### config.mk
export PLATFORM = sky130hd
export DESIGN_NAME = dc_huff_sched_flat
export DESIGN_NICKNAME = d
export VERILOG_FILES = /design/src/rtl/dc_huff_sched_if.sv /design/src/rtl/dc_huff_sched.sv /design/src/flat_wrapper.sv
export SDC_FILE = /design/constraint.sdc
export NUM_CORES = 1
export LEC_CHECK = 0
export ABC_CLOCK_PERIOD_IN_PS = 3530
export BUFFER_PORTS_ARGS = -buffer_cell sky130_fd_sc_hd__buf_2
export CAP_MARGIN = 5
export CORE_MARGIN = 2
export CORE_UTILIZATION = 57
export DETAILED_ROUTE_END_ITERATION = 10
export GPL_TIMING_DRIVEN = 0
export PLACE_DENSITY = 0.8
export REMOVE_ABC_BUFFERS = 1
export SLEW_MARGIN = 20
export SYNTH_ARGS = -nofsm -noshare
export SYNTH_HDL_FRONTEND = slang
export SYNTH_SLANG_ARGS = --single-unit
### constraint.sdc
create_clock -name clk -period 3.53 [get_ports clk]
set_clock_uncertainty 0.1 [all_clocks]
set_input_delay 0.353 -clock clk [delete_from_list [all_inputs] [get_ports clk]]
set_output_delay 0.353 -clock clk [all_outputs]
set_load 0.01 [all_outputs]
### src/rtl/dc_huff_sched_if.sv
// Bundle of every signal between the DC Huffman scheduler and its neighbours
// apart from clock and reset.
//   dc_valid/dc_ready/dc_value/comp_id/restart : coefficient input handshake
//   tbl_size/tbl_lumenb/tbl_chromu/tbl_chromv  : request to the shared DC table
//   tbl_lcode/tbl_llength/tbl_ccode/tbl_clength: combinational table response
//   out_valid/out_ready                        : result handshake to the bit packer
//   huff_code/huff_len/amp_bits/amp_len        : result payload
// Modports: slave = the scheduler, master = the surrounding system.
interface dc_huff_sched_if #(
    parameter int DC_W   = 11,
    parameter int CODE_W = 11
) ();
    logic              dc_valid;
    logic              dc_ready;
    logic [DC_W-1:0]   dc_value;
    logic [1:0]        comp_id;
    logic              restart;
    logic [3:0]        tbl_size;
    logic              tbl_lumenb;
    logic              tbl_chromu;
    logic              tbl_chromv;
    logic [8:0]        tbl_lcode;
    logic [3:0]        tbl_llength;
    logic [10:0]       tbl_ccode;
    logic [3:0]        tbl_clength;
    logic              out_valid;
    logic              out_ready;
    logic [CODE_W-1:0] huff_code;
    logic [3:0]        huff_len;
    logic [CODE_W-1:0] amp_bits;
    logic [3:0]        amp_len;

    modport slave (
        input  dc_valid, dc_value, comp_id, restart,
        input  tbl_lcode, tbl_llength, tbl_ccode, tbl_clength,
        input  out_ready,
        output dc_ready, tbl_size, tbl_lumenb, tbl_chromu, tbl_chromv,
        output out_valid, huff_code, huff_len, amp_bits, amp_len
    );

    modport master (
        output dc_valid, dc_value, comp_id, restart,
        output tbl_lcode, tbl_llength, tbl_ccode, tbl_clength,
        output out_ready,
        input  dc_ready, tbl_size, tbl_lumenb, tbl_chromu, tbl_chromv,
        input  out_valid, huff_code, huff_len, amp_bits, amp_len
    );
endinterface

### src/rtl/dc_huff_sched.sv
// DC-coefficient entropy coding sequencer for Y/U/V blocks.
// Keeps one DC predictor per component, forms DIFF = DC - PRED, derives the
// size category, queries the shared DC-difference Huffman table and hands
// {Huffman code, amplitude bits} to the bit packer.
// Ports:
//   clk   : rising-edge clock
//   reset : asynchronous, active-high
//   bus   : dc_huff_sched_if.slave (input handshake, table request/response,
//           output handshake and payload)
//
// state | meaning
// ------+-------------------------------------------------------------
// IDLE  | dc_ready high; accept a coefficient, update its predictor
// CALC  | size category from DIFF; drive tbl_size and component enable
// LOOK  | capture table response and amplitude bits; release the table
// OUT   | out_valid high, payload frozen until out_ready
module dc_huff_sched #(
    parameter int DC_W   = 11,
    parameter int CODE_W = 11
) (
    input  logic        clk,
    input  logic        reset,
    dc_huff_sched_if.slave bus
);
    localparam int DW = DC_W + 1;

    typedef enum logic [1:0] {IDLE, CALC, LOOK, OUT} state_t;

    state_t            state_q;
    logic [1:0]        comp_q;
    logic [DW-1:0]     diff_q;
    logic [3:0]        size_q;
    logic [DC_W-1:0]   pred_y_q, pred_u_q, pred_v_q;
    logic              dc_ready_q, out_valid_q;
    logic [3:0]        tbl_size_q;
    logic              lumenb_q, chromu_q, chromv_q;
    logic [CODE_W-1:0] huff_code_q, amp_bits_q;
    logic [3:0]        huff_len_q, amp_len_q;

    logic [DC_W-1:0]   pred_sel;
    logic [DW-1:0]     diff_d;
    logic [DW-1:0]     mag;
    logic [3:0]        size_d;
    logic [DW-2:0]     amp_full;
    logic [CODE_W-1:0] amp_src;
    logic [CODE_W-1:0] amp_d;

    always_comb begin
        // A restart in the same cycle as an accept predicts from zero.
        pred_sel = '0;
        if (!bus.restart) begin
            case (bus.comp_id)
                2'd0:    pred_sel = pred_y_q;
                2'd1:    pred_sel = pred_u_q;
                2'd2:    pred_sel = pred_v_q;
                default: pred_sel = '0;
            endcase
        end
        diff_d = {bus.dc_value[DC_W-1], bus.dc_value} - {pred_sel[DC_W-1], pred_sel};

        mag = diff_q[DW-1] ? (~diff_q + DW'(1)) : diff_q;
        size_d = '0;
        for (int i = 0; i < DW; i++) begin
            if (mag[i]) size_d = 4'(i + 1);
        end

        // Negative DIFF sends the low bits of DIFF-1 (one's complement).
        // Only bits below size are kept, so the sign bit itself is not needed.
        amp_full = diff_q[DW-2:0] - (DW-1)'(diff_q[DW-1]);
        amp_src  = CODE_W'(amp_full);
        amp_d    = '0;
        for (int i = 0; i < CODE_W; i++) begin
            amp_d[i] = (i < int'(size_q)) ? amp_src[i] : 1'b0;
        end
    end

    always_ff @(posedge clk or posedge reset) begin
        if (reset) begin
            state_q     <= IDLE;
            comp_q      <= '0;
            diff_q      <= '0;
            size_q      <= '0;
            pred_y_q    <= '0;
            pred_u_q    <= '0;
            pred_v_q    <= '0;
            dc_ready_q  <= 1'b1;
            out_valid_q <= 1'b0;
            tbl_size_q  <= '0;
            lumenb_q    <= 1'b0;
            chromu_q    <= 1'b0;
            chromv_q    <= 1'b0;
            huff_code_q <= '0;
            huff_len_q  <= '0;
            amp_bits_q  <= '0;
            amp_len_q   <= '0;
        end else begin
            case (state_q)
                IDLE: begin
                    if (bus.restart) begin
                        pred_y_q <= '0;
                        pred_u_q <= '0;
                        pred_v_q <= '0;
                    end
                    if (bus.dc_valid) begin
                        comp_q     <= bus.comp_id;
                        diff_q     <= diff_d;
                        dc_ready_q <= 1'b0;
                        state_q    <= CALC;
                        // Later assignment overrides a same-cycle restart clear.
                        case (bus.comp_id)
                            2'd0:    pred_y_q <= bus.dc_value;
                            2'd1:    pred_u_q <= bus.dc_value;
                            2'd2:    pred_v_q <= bus.dc_value;
                            default: ;
                        endcase
                    end
                end
                CALC: begin
                    size_q     <= size_d;
                    tbl_size_q <= size_d;
                    lumenb_q   <= (comp_q == 2'd0);
                    chromu_q   <= (comp_q == 2'd1);
                    chromv_q   <= (comp_q == 2'd2);
                    state_q    <= LOOK;
                end
                LOOK: begin
                    case (comp_q)
                        2'd0: begin
                            huff_code_q <= CODE_W'({bus.tbl_lcode, 2'b00}) << (CODE_W - 11);
                            huff_len_q  <= bus.tbl_llength;
                        end
                        2'd1, 2'd2: begin
                            huff_code_q <= CODE_W'(bus.tbl_ccode) << (CODE_W - 11);
                            huff_len_q  <= bus.tbl_clength;
                        end
                        default: begin
                            huff_code_q <= '0;
                            huff_len_q  <= '0;
                        end
                    endcase
                    if (comp_q == 2'd3) begin
                        amp_bits_q <= '0;
                        amp_len_q  <= '0;
                    end else begin
                        amp_bits_q <= amp_d;
                        amp_len_q  <= size_q;
                    end
                    tbl_size_q  <= '0;
                    lumenb_q    <= 1'b0;
                    chromu_q    <= 1'b0;
                    chromv_q    <= 1'b0;
                    out_valid_q <= 1'b1;
                    state_q     <= OUT;
                end
                OUT: begin
                    if (bus.out_ready) begin
                        out_valid_q <= 1'b0;
                        dc_ready_q  <= 1'b1;
                        state_q     <= IDLE;
                    end
                end
                default: state_q <= IDLE;
            endcase
        end
    end

    assign bus.dc_ready   = dc_ready_q;
    assign bus.out_valid  = out_valid_q;
    assign bus.tbl_size   = tbl_size_q;
    assign bus.tbl_lumenb = lumenb_q;
    assign bus.tbl_chromu = chromu_q;
    assign bus.tbl_chromv = chromv_q;
    assign bus.huff_code  = huff_code_q;
    assign bus.huff_len   = huff_len_q;
    assign bus.amp_bits   = amp_bits_q;
    assign bus.amp_len    = amp_len_q;
endmodule

### src/flat_wrapper.sv
// flat-port wrapper written by rule: the top's interface ports become plain ports
module dc_huff_sched_flat 
#(
    parameter int DC_W   = 11,
    parameter int CODE_W = 11
)
  (clk, reset, bus_dc_valid, bus_dc_value, bus_comp_id, bus_restart, bus_tbl_lcode, bus_tbl_llength, bus_tbl_ccode, bus_tbl_clength, bus_out_ready, bus_dc_ready, bus_tbl_size, bus_tbl_lumenb, bus_tbl_chromu, bus_tbl_chromv, bus_out_valid, bus_huff_code, bus_huff_len, bus_amp_bits, bus_amp_len);
  dc_huff_sched_if #(.DC_W(DC_W), .CODE_W(CODE_W)) bus_i ();
  input  logic clk;
  input  logic reset;
  input wire logic [$bits(bus_i.dc_valid)-1:0] bus_dc_valid;
  input wire logic [$bits(bus_i.dc_value)-1:0] bus_dc_value;
  input wire logic [$bits(bus_i.comp_id)-1:0] bus_comp_id;
  input wire logic [$bits(bus_i.restart)-1:0] bus_restart;
  input wire logic [$bits(bus_i.tbl_lcode)-1:0] bus_tbl_lcode;
  input wire logic [$bits(bus_i.tbl_llength)-1:0] bus_tbl_llength;
  input wire logic [$bits(bus_i.tbl_ccode)-1:0] bus_tbl_ccode;
  input wire logic [$bits(bus_i.tbl_clength)-1:0] bus_tbl_clength;
  input wire logic [$bits(bus_i.out_ready)-1:0] bus_out_ready;
  output wire logic [$bits(bus_i.dc_ready)-1:0] bus_dc_ready;
  output wire logic [$bits(bus_i.tbl_size)-1:0] bus_tbl_size;
  output wire logic [$bits(bus_i.tbl_lumenb)-1:0] bus_tbl_lumenb;
  output wire logic [$bits(bus_i.tbl_chromu)-1:0] bus_tbl_chromu;
  output wire logic [$bits(bus_i.tbl_chromv)-1:0] bus_tbl_chromv;
  output wire logic [$bits(bus_i.out_valid)-1:0] bus_out_valid;
  output wire logic [$bits(bus_i.huff_code)-1:0] bus_huff_code;
  output wire logic [$bits(bus_i.huff_len)-1:0] bus_huff_len;
  output wire logic [$bits(bus_i.amp_bits)-1:0] bus_amp_bits;
  output wire logic [$bits(bus_i.amp_len)-1:0] bus_amp_len;
  assign bus_i.dc_valid = bus_dc_valid;
  assign bus_i.dc_value = bus_dc_value;
  assign bus_i.comp_id = bus_comp_id;
  assign bus_i.restart = bus_restart;
  assign bus_i.tbl_lcode = bus_tbl_lcode;
  assign bus_i.tbl_llength = bus_tbl_llength;
  assign bus_i.tbl_ccode = bus_tbl_ccode;
  assign bus_i.tbl_clength = bus_tbl_clength;
  assign bus_i.out_ready = bus_out_ready;
  assign bus_dc_ready = bus_i.dc_ready;
  assign bus_tbl_size = bus_i.tbl_size;
  assign bus_tbl_lumenb = bus_i.tbl_lumenb;
  assign bus_tbl_chromu = bus_i.tbl_chromu;
  assign bus_tbl_chromv = bus_i.tbl_chromv;
  assign bus_out_valid = bus_i.out_valid;
  assign bus_huff_code = bus_i.huff_code;
  assign bus_huff_len = bus_i.huff_len;
  assign bus_amp_bits = bus_i.amp_bits;
  assign bus_amp_len = bus_i.amp_len;
  dc_huff_sched #(.DC_W(DC_W), .CODE_W(CODE_W)) u_core (.clk(clk), .reset(reset), .bus(bus_i));
endmodule
# Word level (Yosys, flattened, before mapping)
# Cells that the tools add are included.
# Widths: inputs -> output; s select.
# word_totals
n_memories	0
regBits	92
latch_bits	0
ram_bits	0
rom_bits	0
in_bits	46
# classes
div_mod_pow	0
reduce_logical	11
order_cmp	11
add_sub_neg	3
n_shift	0
bitwise_logic	1
n_mux	51
n_eq_ne	10
n_mul	0
# op_table
op	count
$mux 11	11
$pmux 11 s3	1
$mux 4	6
$pmux 11 s2	1
$lt 3x4->1 const A	4
$pmux 4 s2	2
$mux 1	15
$add 12x1->12 const B	1
$lt 4x4->1 const A	3
$mux 12	1
$mux 3	4
$not 12->12	1
$sub 11x11->12	1
$sub 11x1->11	1
$eq 2x2->1 const B	5
$pmux 1 s2	5
$lt 1x4->1 const A	2
$lt 2x4->1 const A	2
$mux 2	4
$pmux 2 s4	1
$eq 2x1->1 const B	3
$logic_not 2->1	3
$reduce_and 2->1	3
$reduce_bool 2->1	3
3 further kinds	4

# Longest topological paths before layout
# Gate-level depths: netlist of run 1.
# depth
word_depth	16
depth_mapped	15

# Least setup slack after synthesis of run 1
# No wires, ideal clock.
# synth_timing
path_type	in2reg
from	input bus_comp_id[0]
to	register u_core.diff_q[10]
t_arrival_ps	3006
path_stages	15
n_path_buf	2
setup_slack_ps	290
path_cell_list	clkbuf_1 > buf_1 > mux2i_1 > nor2_1 > a21oi_1 > nor2_1 > ha_1 > inv_1 > fa_1 > a21o_1 > a311oi_1 > o21ai_0 > a31oi_1 > xnor2_1 > o21ai_0
# synth_via
elab_chain_len	4
# synth_lines
item	line	rtl
start: declaration	flat_wrapper.sv:13	input wire logic [$bits(bus_i.comp_id)-1:0] bus_comp_id;
$eq 2x2->1 (tied with other cells)	dc_huff_sched.sv:52	case (bus.comp_id)
$pmux 11 s3 *	dc_huff_sched.sv:52	
$mux 11 *	dc_huff_sched.sv:51	if (!bus.restart) begin
$sub 11x11->12 *	dc_huff_sched.sv:59	diff_d = {bus.dc_value[DC_W-1], bus.dc_value} - {pred_sel[DC_W-1], pred_sel};
end signal: assignment	dc_huff_sched.sv:106	diff_q <= diff_d;
end: declaration	dc_huff_sched.sv:31	logic [DW-1:0] diff_q;
# Mark *: on every way between the ends. The rest lies on a longest branch, timed or not.
# A chain may end at the register's enable or synchronous reset.

# Worst setup path in the final report of run 1
# layout_timing
from	input bus_comp_id[1]
to	register u_core.diff_q[10]
# Same word-level chain as after synthesis.

==> metrics.csv, run 1 <==
stage;metric;value;unit
clock_tree;cts_max_path_buffers;2;
layout;fillers;722;
placement;dp_hpwl;8.46;mm
timing;slew_headroom;36.2;%
power;powerDensity;883;nW/µm²
routing;drt-total-wl;11.7;mm
clock_tree;numClockSinks;92;
power;swShare;43.6;%
layout;layout-drive-gt1-share;19.0;%
setup_path;reg2reg_slack;740;ps
power;seqPwrFrac;38.0;%
power;netSwitchingPower;0.00226;W
clock_tree;clk_latency;360;ps
timing;hold_violations;0;
clock_tree;root_buffer;clkbuf_8;
synthesis;syn_avg_cell_area;9.50;µm²
synthesis;synth.largest_area_cell;dfrtp_1;
min_path;hold_path_end;u_core.bus.out_valid$_DFFE_PP0P_;
routing;wl_per_cell;16.1;µm
power;pwr-share-comb;47.8;%
setup_path;path_buf_inv;2;
timing;slew_violations;0;
setup_path;max_stage_delay;490;ps
timing;fin_ws;463;ps
setup_path;crit_family;compound AO/OA/AOI/OAI gates;
timing;hold_ws;101;ps
floorplan;die_w;99.7;µm
clock_tree;clk_pin_slew;100;ps
setup_path;cp_data_arrival_time;3180;ps
power;p_int;0.00292;W
clock_tree;cts_tree;done;
setup_path;worst_setup_path_end_kind;flip-flop;
setup_path;path_class;in2reg;
power;p_leak;2.77;nW
synthesis;synth.top_cell.area_share;43.6;%
synthesis;synth_area;5230;µm²
setup_path;cp-start-kind;primary input;
routing;via_per_inst;5.83;
floorplan;dieArea;9950;µm²
synthesis;synth-edff-count;0;
setup_path;crit_fanout;15;
timing;setup_viol;0;
layout;area_delta_synth_final;12.4;%
setup_path;crit_cells;13;
synthesis;synth_seq_cells;92;
power;ir_drop;355;µV
layout;final_cell_mix;dfrtp_1 (91), buf_2 (84), inv_1 (46);
routing;dr_total_vias;4217;
clock_tree;cts_htree_levels;3;
global_route;grt_max_degree;62;
placement;routabilityCongestion;0.853;
timing;timing.final.crit_period;3070;ps
min_path;hold_class;in2reg;
setup_path;cp.required;3650;ps
setup_path;worst_path_most_repeated_cell;o21ai_0;
min_path;min_from;bus_out_ready;
layout;multiInputGateArea;2590;µm²
setup_path;path_cells;buf_2 > nor2b_2 > a21oi_1 > nor2_1 > ha_1 > inv_1 > fa_1 > a21o_1 > a311oi_1 > o21ai_0 > a31oi_1 > xnor2_1 > o21ai_0;
setup_path;reg2reg_to;u_core.diff_q[10]$_DFFE_PP0P_;
synthesis;synth_flop_cell;dfrtp_1;
power;p_clk_share;14.2;%
placement;dp_slack;-78.2;ps
floorplan;rows;34;
synthesis;synth-seq-area-share;44.1;%
setup_path;ff2ff_path_depth;13;
routing;first_iter_violations;185;
floorplan;start_util;59.3;%
global_route;grt_usage;24.4;%
run;maxCapViolCount;0;
global_route;grt_pass1_wl;19.8;mm
setup_path;crit_start;bus_comp_id[1];
routing;ant_nets;0;
layout;nets;680;
global_route;grt_overflow_total;0;
floorplan;die_h;99.7;µm
clock_tree;cts_made_buffers;9;
status;status;finished clean;
timing;rsz0062_at_grt;false;
synthesis;synthCells;550;
floorplan;num_io_pins;85;
min_path;min_path_cells;2;
synthesis;synthArstFlopShare;100;%
placement;dp_cells;706;
synthesis;ys_types;61;
timing;fin_crit_sh;86.9;%
layout;instances_no_fill;723;
placement;port_buffers;84;
timing;worstMarginPinSlew;950;ps
global_route;antenna_found_initial;0;
setup_path;slowest_stage;nor2b_2;
timing;fmax;326;MHz
routing;first_pass_iters;4;
global_route;grt_pass1_vias;4138;
layout;utilization;66.7;%
layout;register_area;2300;µm²
clock_tree;cts_setup_buffers;0;
layout;antennaDiodeCount;0;
setup_path;r2r-start;u_core.pred_u_q[0]$_DFFE_PP0N_;
synthesis;yosysWarnings;0;
layout;layout_commonest_cell;dfrtp_1;
synthesis;synthTopCellsByArea;dfrtp_1 (44%), a22o_1 (6.0%), ha_1 (5.5%);
routing;remaining_drc_errors;0;
floorplan;core;8810;µm²
==> registers in the layout (all words and copies together) (netlist names) <==
name and count:
u_core.bus.dc_ready 1, u_core.size_q 4, u_core.bus.tbl_size 4, u_core.bus.tbl_lumenb 1
u_core.bus.amp_bits 11, u_core.bus.amp_len 4, u_core.diff_q 12, u_core.comp_q 2
u_core.bus.out_valid 1, u_core.bus.huff_len 4, u_core.bus.tbl_chromv 1, u_core.pred_v_q 11
u_core.pred_y_q 11, u_core.bus.tbl_chromu 1, u_core.bus.huff_code 11, u_core.state_q 2
u_core.pred_u_q 11
==> timing repair <==
item                       in CTS  in global routing
hold buffers                    1                  0
gates resized for setup         0                  1
setup endpoints to repair       0                  1
hold endpoints to repair       31                  0
==> worst register-to-register path, stage by stage (launching register included) <==
cell,delay [ps]
dfrtp_1,360
mux2i_1,70
nor2_1,100
a21oi_1,40
nor2_1,110
ha_1,180
inv_1,60
fa_1,400
a21o_1,210
a311oi_1,340
o21ai_0,190
a31oi_1,260
xnor2_1,140
o21ai_0,90
==> power by group through the flow <==
stage | Combinational (W) | Sequential [W] | Clock, W
after floorplan | 0.00172 | 0.00196 | 0
final | 0.00248 | 0.00197 | 0.000736
after CTS | 0.00249 | 0.00196 | 0.000743
after detailed placement | 0.00247 | 0.00198 | 0
after global routing | 0.00280 | 0.00204 | 0.000779
after global placement | 0.00238 | 0.00195 | 0
==> worst max-delay path by stage <==
| stage | end |
|---|---|
| final | u_core.diff_q[10]$_DFFE_PP0P_ |
| after global routing | u_core.diff_q[10]$_DFFE_PP0P_ |
| after CTS | u_core.diff_q[10]$_DFFE_PP0P_ |
| after detailed placement | u_core.diff_q[10]$_DFFE_PP0P_ |
| after global placement | u_core.bus.amp_bits[0]$_DFFE_PP0P_ |
| after floorplan | u_core.diff_q[10]$_DFFE_PP0P_ |
==> per-layer routing <==
metal | vias up | part of all wire [%] | track usage (%)
li1 | 2097 | - | -
met1 | 2004 | 45 | 32.0
met2 | 103 | 50 | 42.7
met3 | 13 | 3.7 | 3.09
met4 | 0 | 1.2 | 6.74
met5 | - | 0 | 0
==> kinds of logic (layout without fill, tap and decap cells) <==
logic type | Yosys count | in the layout | share of synthesized area [%]
AO/OA/AOI/OAI | 175 | 175 | 23.3
AND/OR/NAND/NOR | 134 | 134 | 13.0
flip-flops | 92 | 92 | 44.1
buffers and inverters | 85 | 150 | 6.37
adder cells (fa/ha/maj) | 24 | 24 | 5.89
XOR/XNOR | 20 | 20 | 3.35
multiplexers | 20 | 20 | 4.00
==> cell usage after synthesis, types with 3 or more instances <==
cell type / number
o21bai_1: 3
a31oi_1: 9
buf_1: 5
mux2i_1: 13
nand3_1: 7
inv_1: 47
a22oi_1: 14
o22ai_1: 22
a21oi_1: 21
a211oi_1: 3
nor2b_1: 5
or2_2: 3
dfrtp_1: 91
a21o_1: 3
xor2_1: 8
ha_1: 23
clkbuf_1: 28
nor3_1: 16
o21ai_0: 34
o32ai_1: 9
a22o_1: 36
mux2_2: 6
nand2_1: 42
nand2b_1: 16
xnor2_1: 12
and3_1: 4
nor2_1: 26
==> stage by stage <==
step	area (µm²)	TNS (ps)	total power, W
5_1_grt	5870	0	0.00561
2_1_floorplan	5070	0	0.00368
4_1_cts	5870	0	0.00519
6_report	5870	0	0.00519
3_5_place_dp	5660	-95.5	0.00445
3_3_place_gp	5630	-22010	0.00433
==> area by class of cell <==
type | count | share of cell area (%)
clock buffers | 10 | 2.17
well taps | 108 | 2.30
flip-flops and latches | 92 | 39.2
clock inverters | 6 | 1.24
repair buffers | 86 | 7.80
multi-input cells | 373 | 44.2
inverters | 48 | 3.11
No activity file was read; power rests on OpenSTA's default activity.
==> run 2: changes to the inputs <==
GPL_TIMING_DRIVEN = 1   (was 0)
PLACE_DENSITY = not set   (was 0.8)
PLACE_DENSITY_LB_ADDON = 0.25   (was not set)
==> metrics.csv, run 2 (synthesis gave the netlist of run 1 again) <==
stage;metric;value;unit;change
status;status;finished clean;;
layout;nets;684;;+0.59%
layout;final_area;5860;µm²;-0.23%
timing;rsz0062_at_grt;false;;
setup_path;reg2reg_to;u_core.size_q[2]$_DFFE_PP0N_;;
power;swShare;43.9;%;+0.21 points
setup_path;reg2reg_slack;760;ps;+20 ps
setup_path;cp_data_arrival_time;2950;ps;-230 ps
global_route;grt_usage;23.9;%;-0.47 points
min_path;min_from;bus_tbl_ccode[0];;
setup_path;r2r-start;u_core.diff_q[4]$_DFFE_PP0P_;;
routing;via_per_inst;5.85;;+0.27%
power;pwr-share-comb;48.4;%;+0.6 points
layout;regMostFlops;u_core.diff_q;;
clock_tree;root_buffer;clkbuf_8;;
power;seqPwrFrac;38.3;%;+0.3 points
routing;first_pass_iters;4;;unchanged
min_path;min_path_cells;3;;+1
run;maxCapViolCount;0;;unchanged
min_path;hold_class;in2reg;;
timing;slew_violations;0;;unchanged
routing;dr_total_vias;4246;;+0.69%
timing;setup_viol;0;;unchanged
clock_tree;cts_htree_levels;3;;unchanged
layout;layout_commonest_cell;dfrtp_1;;
routing;wl_per_cell;15.8;µm;-2.2%
clock_tree;cts_setup_buffers;0;;unchanged
power;p_leak;2.78;nW;+0.43%
setup_path;worst_setup_path_end_kind;flip-flop;;
layout;layout-drive-gt1-share;19.3;%;+0.23 points
routing;drt-total-wl;11.5;mm;-1.8%
global_route;grt_max_degree;42;;-32%
timing;slew_headroom;42.4;%;+6.2 points
routing;remaining_drc_errors;0;;unchanged
setup_path;ff2ff_path_depth;6;;-7
timing;hold_violations;0;;unchanged
power;p_clk_share;13.3;%;-0.9 points
routing;first_iter_violations;168;;-9.2%
timing;worstMarginPinSlew;861;ps;-89.4 ps
placement;routabilityCongestion;0.900;;+5.4%
power;powerDensity;873;nW/µm²;-1.1%
clock_tree;hold_buffers;1;;unchanged
layout;antennaDiodeCount;0;;unchanged
clock_tree;cts_tree;done;;
layout;largest_register_ffs;12;;unchanged
timing;tns;0;ps;unchanged
clock_tree;clk_latency;360;ps;about the same
routing;ant_nets;0;;unchanged
global_route;grt_pass1_wl;19.3;mm;-2.6%
placement;port_buffers;84;;unchanged
placement;dp_hpwl;8.46;mm;about the same
clock_tree;cts_max_path_buffers;2;;unchanged
floorplan;rows;34;;unchanged
power;p_int;0.00287;W;-1.7%
clock_tree;clk_pin_slew;100;ps;about the same
timing;fin_ws;702;ps;+239 ps
global_route;antenna_found_initial;0;;unchanged
setup_path;crit_fanout;18;;+3
floorplan;die_w;99.7;µm;unchanged
setup_path;cp-start-kind;primary input;;
timing;fin_crit_sh;80.1;%;-6.8 points
power;netSwitchingPower;0.00224;W;-0.84%
global_route;grt_pass1_vias;4099;;-0.94%
placement;dpl_cell_area;5670;µm²;+0.11%
setup_path;path_class;in2reg;;
floorplan;num_io_pins;85;;unchanged
setup_path;cp.required;3650;ps;about the same
floorplan;dieArea;9950;µm²;unchanged
floorplan;core;8810;µm²;unchanged
power;ir_drop;338;µV;-4.9%
timing;hold_ws;109;ps;+8.21 ps
floorplan;start_util;59.3;%;unchanged
timing;timing.final.crit_period;2830;ps;-239 ps
layout;final_cell_mix;dfrtp_1 (91), buf_2 (84), inv_1 (46);;
timing;fmax;354;MHz;+8.5%
clock_tree;cts_made_buffers;9;;unchanged
clock_tree;cts_resized;0;;unchanged
global_route;grt_overflow_total;0;;unchanged
placement;dp_slack;335;ps;+413 ps
min_path;hold_path_end;u_core.bus.huff_code[0]$_DFFE_PP0P_;;
floorplan;die_h;99.7;µm;unchanged
clock_tree;numClockSinks;92;;unchanged
layout;area_delta_synth_final;12.1;%;
==> run 2: power by group through the flow <==
stage | combinational [W] | sequential [W] | clock [W]
global placement | 0.00238 | 0.00195 | 0
finish | 0.00248 | 0.00196 | 0.000681
global route | 0.00278 | 0.00202 | 0.000739
floorplan | 0.00172 | 0.00196 | 0
CTS | 0.00248 | 0.00195 | 0.000690
detailed placement | 0.00246 | 0.00197 | 0
==> run 2: routing by layer <==
layer	part of all wire (%)	vias up	GRT usage (%)	wire, µm
li1	-	2107	-	-
met1	45	1999	32.4	5150
met2	49	117	39.6	5600
met3	4.4	23	3.79	509
met4	1.8	0	7.90	206
met5	0	-	0	0
==> run 2: how the worst max path moves through the flow <==
stage	slack, ps	endpoint	startpoint	cells after the start
after CTS	720	u_core.diff_q[10]$_DFFE_PP0P_	bus_comp_id[0]	14
final	700	u_core.diff_q[10]$_DFFE_PP0P_	bus_comp_id[0]	14
after detailed placement	340	u_core.diff_q[10]$_DFFE_PP0P_	bus_comp_id[0]	14
after floorplan	680	u_core.diff_q[10]$_DFFE_PP0P_	bus_comp_id[1]	12
after global routing	390	u_core.diff_q[10]$_DFFE_PP0P_	bus_comp_id[0]	14
after global placement	470	u_core.diff_q[10]$_DFFE_PP0P_	bus_comp_id[0]	14
==> run 2: worst max-delay path, cell delays in order <==
cell,delay (ps)
buf_2,370
mux2i_1,140
nor2_1,100
a21oi_1,50
nor2_1,90
ha_1,200
inv_1,70
fa_1,400
a21o_1,210
a311oi_1,390
o21ai_0,160
a31oi_1,210
xnor2_1,130
o21ai_0,80
==> run 2: metrics by stage <==
step                util (%)  total power (W)  cells
floorplan                  -          0.00368    513
global placement        64.4          0.00433    710
detailed placement      64.4          0.00443    710
CTS                     66.5          0.00512    726
global route            66.5          0.00555    726
finish                  66.5          0.00512    726
==> run 2: final cells by class <==
type | count | area (µm²)
fill | 736 | 2950
multi-input combinational | 373 | 2590
sequential | 92 | 2300
timing repair buffer | 90 | 468
inverter | 48 | 181
clock buffer | 10 | 138
tap | 108 | 135
clock inverter | 5 | 45.0
==> run 3: changes to the inputs <==
ABC_CLOCK_PERIOD_IN_PS = 2800   (was 3530)
clock period = 2.8 ns   (was 3.53 ns; I/O delays follow)
==> metrics.csv, run 3 (synthesis gave the netlist of run 1 again) <==
stage;metric;value;unit;change
routing;dr_total_vias;4378;;+3.1%
timing;worstMarginPinSlew;799;ps;-61.7 ps
routing;drt-total-wl;11.7;mm;+2.3%
timing;timing.final.crit_period;2640;ps;
status;status;finished clean;;
timing;fin_crit_sh;94.4;%;
clock_tree;clk_pin_slew;100;ps;about the same
layout;regMostFlops;u_core.diff_q;;
placement;dpl_cell_area;5780;µm²;+1.9%
routing;ant_nets;0;;unchanged
floorplan;die_h;99.7;µm;unchanged
placement;routabilityCongestion;0.940;;+4.5%
clock_tree;cts_tree;done;;
min_path;hold_class;in2reg;;
timing;slew_violations;0;;unchanged
placement;port_buffers;84;;unchanged
floorplan;rows;34;;unchanged
clock_tree;cts_made_buffers;9;;unchanged
floorplan;die_w;99.7;µm;unchanged
clock_tree;cts_htree_levels;3;;unchanged
timing;setup_viol;0;;unchanged
routing;first_iter_violations;186;;+11%
layout;final_area;6010;µm²;+2.5%
global_route;grt_usage;24.4;%;+0.48 points
global_route;grt_overflow_total;0;;unchanged
setup_path;cp-start-kind;flip-flop;;
timing;hold_violations;0;;unchanged
clock_tree;cts_setup_buffers;0;;unchanged
setup_path;worst_setup_path_end_kind;flip-flop;;
run;maxCapViolCount;0;;unchanged
timing;tns;0;ps;unchanged
power;ir_drop;473;µV;+40%
setup_path;path_class;reg2reg;;
power;p_leak;2.86;nW;+2.9%
routing;first_pass_iters;4;;unchanged
clock_tree;clk_latency;360;ps;about the same
clock_tree;root_buffer;clkbuf_8;;
floorplan;dieArea;9950;µm²;unchanged
placement;dp_cells;723;;+1.8%
floorplan;core;8810;µm²;unchanged
routing;wl_per_cell;15.9;µm;+0.36%
timing;slew_headroom;46.7;%;+4.3 points
layout;antennaDiodeCount;0;;unchanged
floorplan;start_util;59.3;%;unchanged
layout;area_delta_synth_final;15.0;%;
placement;dp_hpwl;8.51;mm;+0.61%
floorplan;num_io_pins;85;;unchanged
layout;nets;697;;+1.9%
setup_path;cp.required;2910;ps;-740 ps
timing;fmax;378;MHz;
routing;via_per_inst;5.92;;+1.2%
setup_path;crit_fanout;3;;-15
setup_path;cp_data_arrival_time;2750;ps;-200 ps
layout;layout_commonest_cell;dfrtp_1;;
layout;instances_no_fill;740;;+1.9%
global_route;antenna_found_initial;0;;unchanged
power;powerDensity;1110;nW/µm²;+27%
clock_tree;cts_max_path_buffers;2;;unchanged
layout;final_cell_mix;dfrtp_1 (91), buf_2 (84), inv_1 (46);;
global_route;grt_pass1_vias;4209;;+2.7%
timing;rsz0062_at_grt;false;;
clock_tree;numClockSinks;92;;unchanged
global_route;grt_max_degree;58;;+38%
routing;remaining_drc_errors;0;;unchanged
layout;largest_register_ffs;12;;unchanged
layout;layout-drive-gt1-share;21.4;%;+2.1 points
global_route;grt_pass1_wl;19.8;mm;+2.7%
[run 3: cell types whose count changed in the layout (fill, tap and decap cells not counted)]
cell / previous run / this run
inv_6: 2 / 1
clkinv_2: 1 / 2
a21oi_2: 0 / 1
a311oi_2: 0 / 1
inv_8: 1 / 0
buf_12: 0 / 1
buf_4: 5 / 17
clkbuf_8: 10 / 11
a21oi_1: 21 / 20
a311oi_1: 1 / 0
clkinvlp_4: 1 / 2
bufinv_16: 0 / 1
clkinv_4: 1 / 0
[run 3: repair_timing]
item                                   CTS  global route
hold buffers                             1             0
resized for setup                        0             2
endpoints found under the hold margin   35             0
setup endpoints to repair                0             2
[run 3: report_power, final]
part / switching [W] / internal, W / total, W / leakage, nW
clock network: 0.000489 / 0.000464 / 0.000953 / 0.102
registers: 0.000528 / 0.00191 / 0.00243 / 1.18
logic: 0.00184 / 0.00143 / 0.00328 / 1.58
total: 0.00286 / 0.00380 / 0.00666 / 2.86
[run 3: final timing paths]
kind | to | slack (ps) | cells past startpoint | from
worst max-delay path | u_core.diff_q[6]$_DFFE_PP0P_ | 160 | 12 | u_core.pred_u_q[0]$_DFFE_PP0N_
worst min-delay path | u_core.bus.out_valid$_DFFE_PP0P_ | 40 | 2 | bus_out_ready
worst max register to register | u_core.diff_q[6]$_DFFE_PP0P_ | 160 | 12 | u_core.pred_u_q[0]$_DFFE_PP0N_
worst min register to register | u_core.bus.amp_bits[6]$_DFFE_PP0P_ | 410 | 1 | u_core.bus.amp_bits[6]$_DFFE_PP0P_
max in group asynchronous | u_core.bus.dc_ready$_DFFE_PP1P_ | 1450 | 4 | reset
min in group asynchronous | u_core.pred_y_q[10]$_DFFE_PP0N_ | 420 | 3 | reset
[run 3: worst max-delay path, stage by stage (launching register included)]
cell	delay, ps
dfrtp_1	360
mux2i_1	70
nor2_1	90
a21oi_1	50
nor2_1	90
ha_1	180
inv_1	60
fa_1	390
a21o_1	210
a311o_1	380
a21oi_1	250
xor2_1	170
o21ai_0	90
[run 3: per-stage QoR]
stage | total power [W] | hold WS (ps) | util [%] | setup WS [ps]
2_1_floorplan | 0.00464 | 279 | - | 24.1
3_3_place_gp | 0.00554 | 267 | 65.6 | 72.7
3_5_place_dp | 0.00567 | 267 | 65.6 | 6.58
4_1_cts | 0.00665 | 31.3 | 68.1 | 123
5_1_grt | 0.00719 | 21.0 | 68.2 | 23.4
6_report | 0.00666 | 39.3 | 68.2 | 157
[run 3: final cells by class]
cell class / count / area, µm²
Clock buffer: 11 / 151
Clock inverter: 5 / 58.8
Fill cell: 699 / 2800
Inverter: 48 / 181
Multi-Input combinational cell: 373 / 2600
Sequential cell: 92 / 2300
Tap cell: 108 / 135
Timing Repair Buffer: 103 / 578
[run 3: layer usage]
metal | track usage (%) | vias to the layer above | wire (µm)
met5 | 0 | - | 0
met4 | 8.32 | 0 | 210
met3 | 3.94 | 20 | 498
met2 | 40.8 | 131 | 5790
met1 | 32.5 | 2090 | 5230
li1 | - | 2137 | -
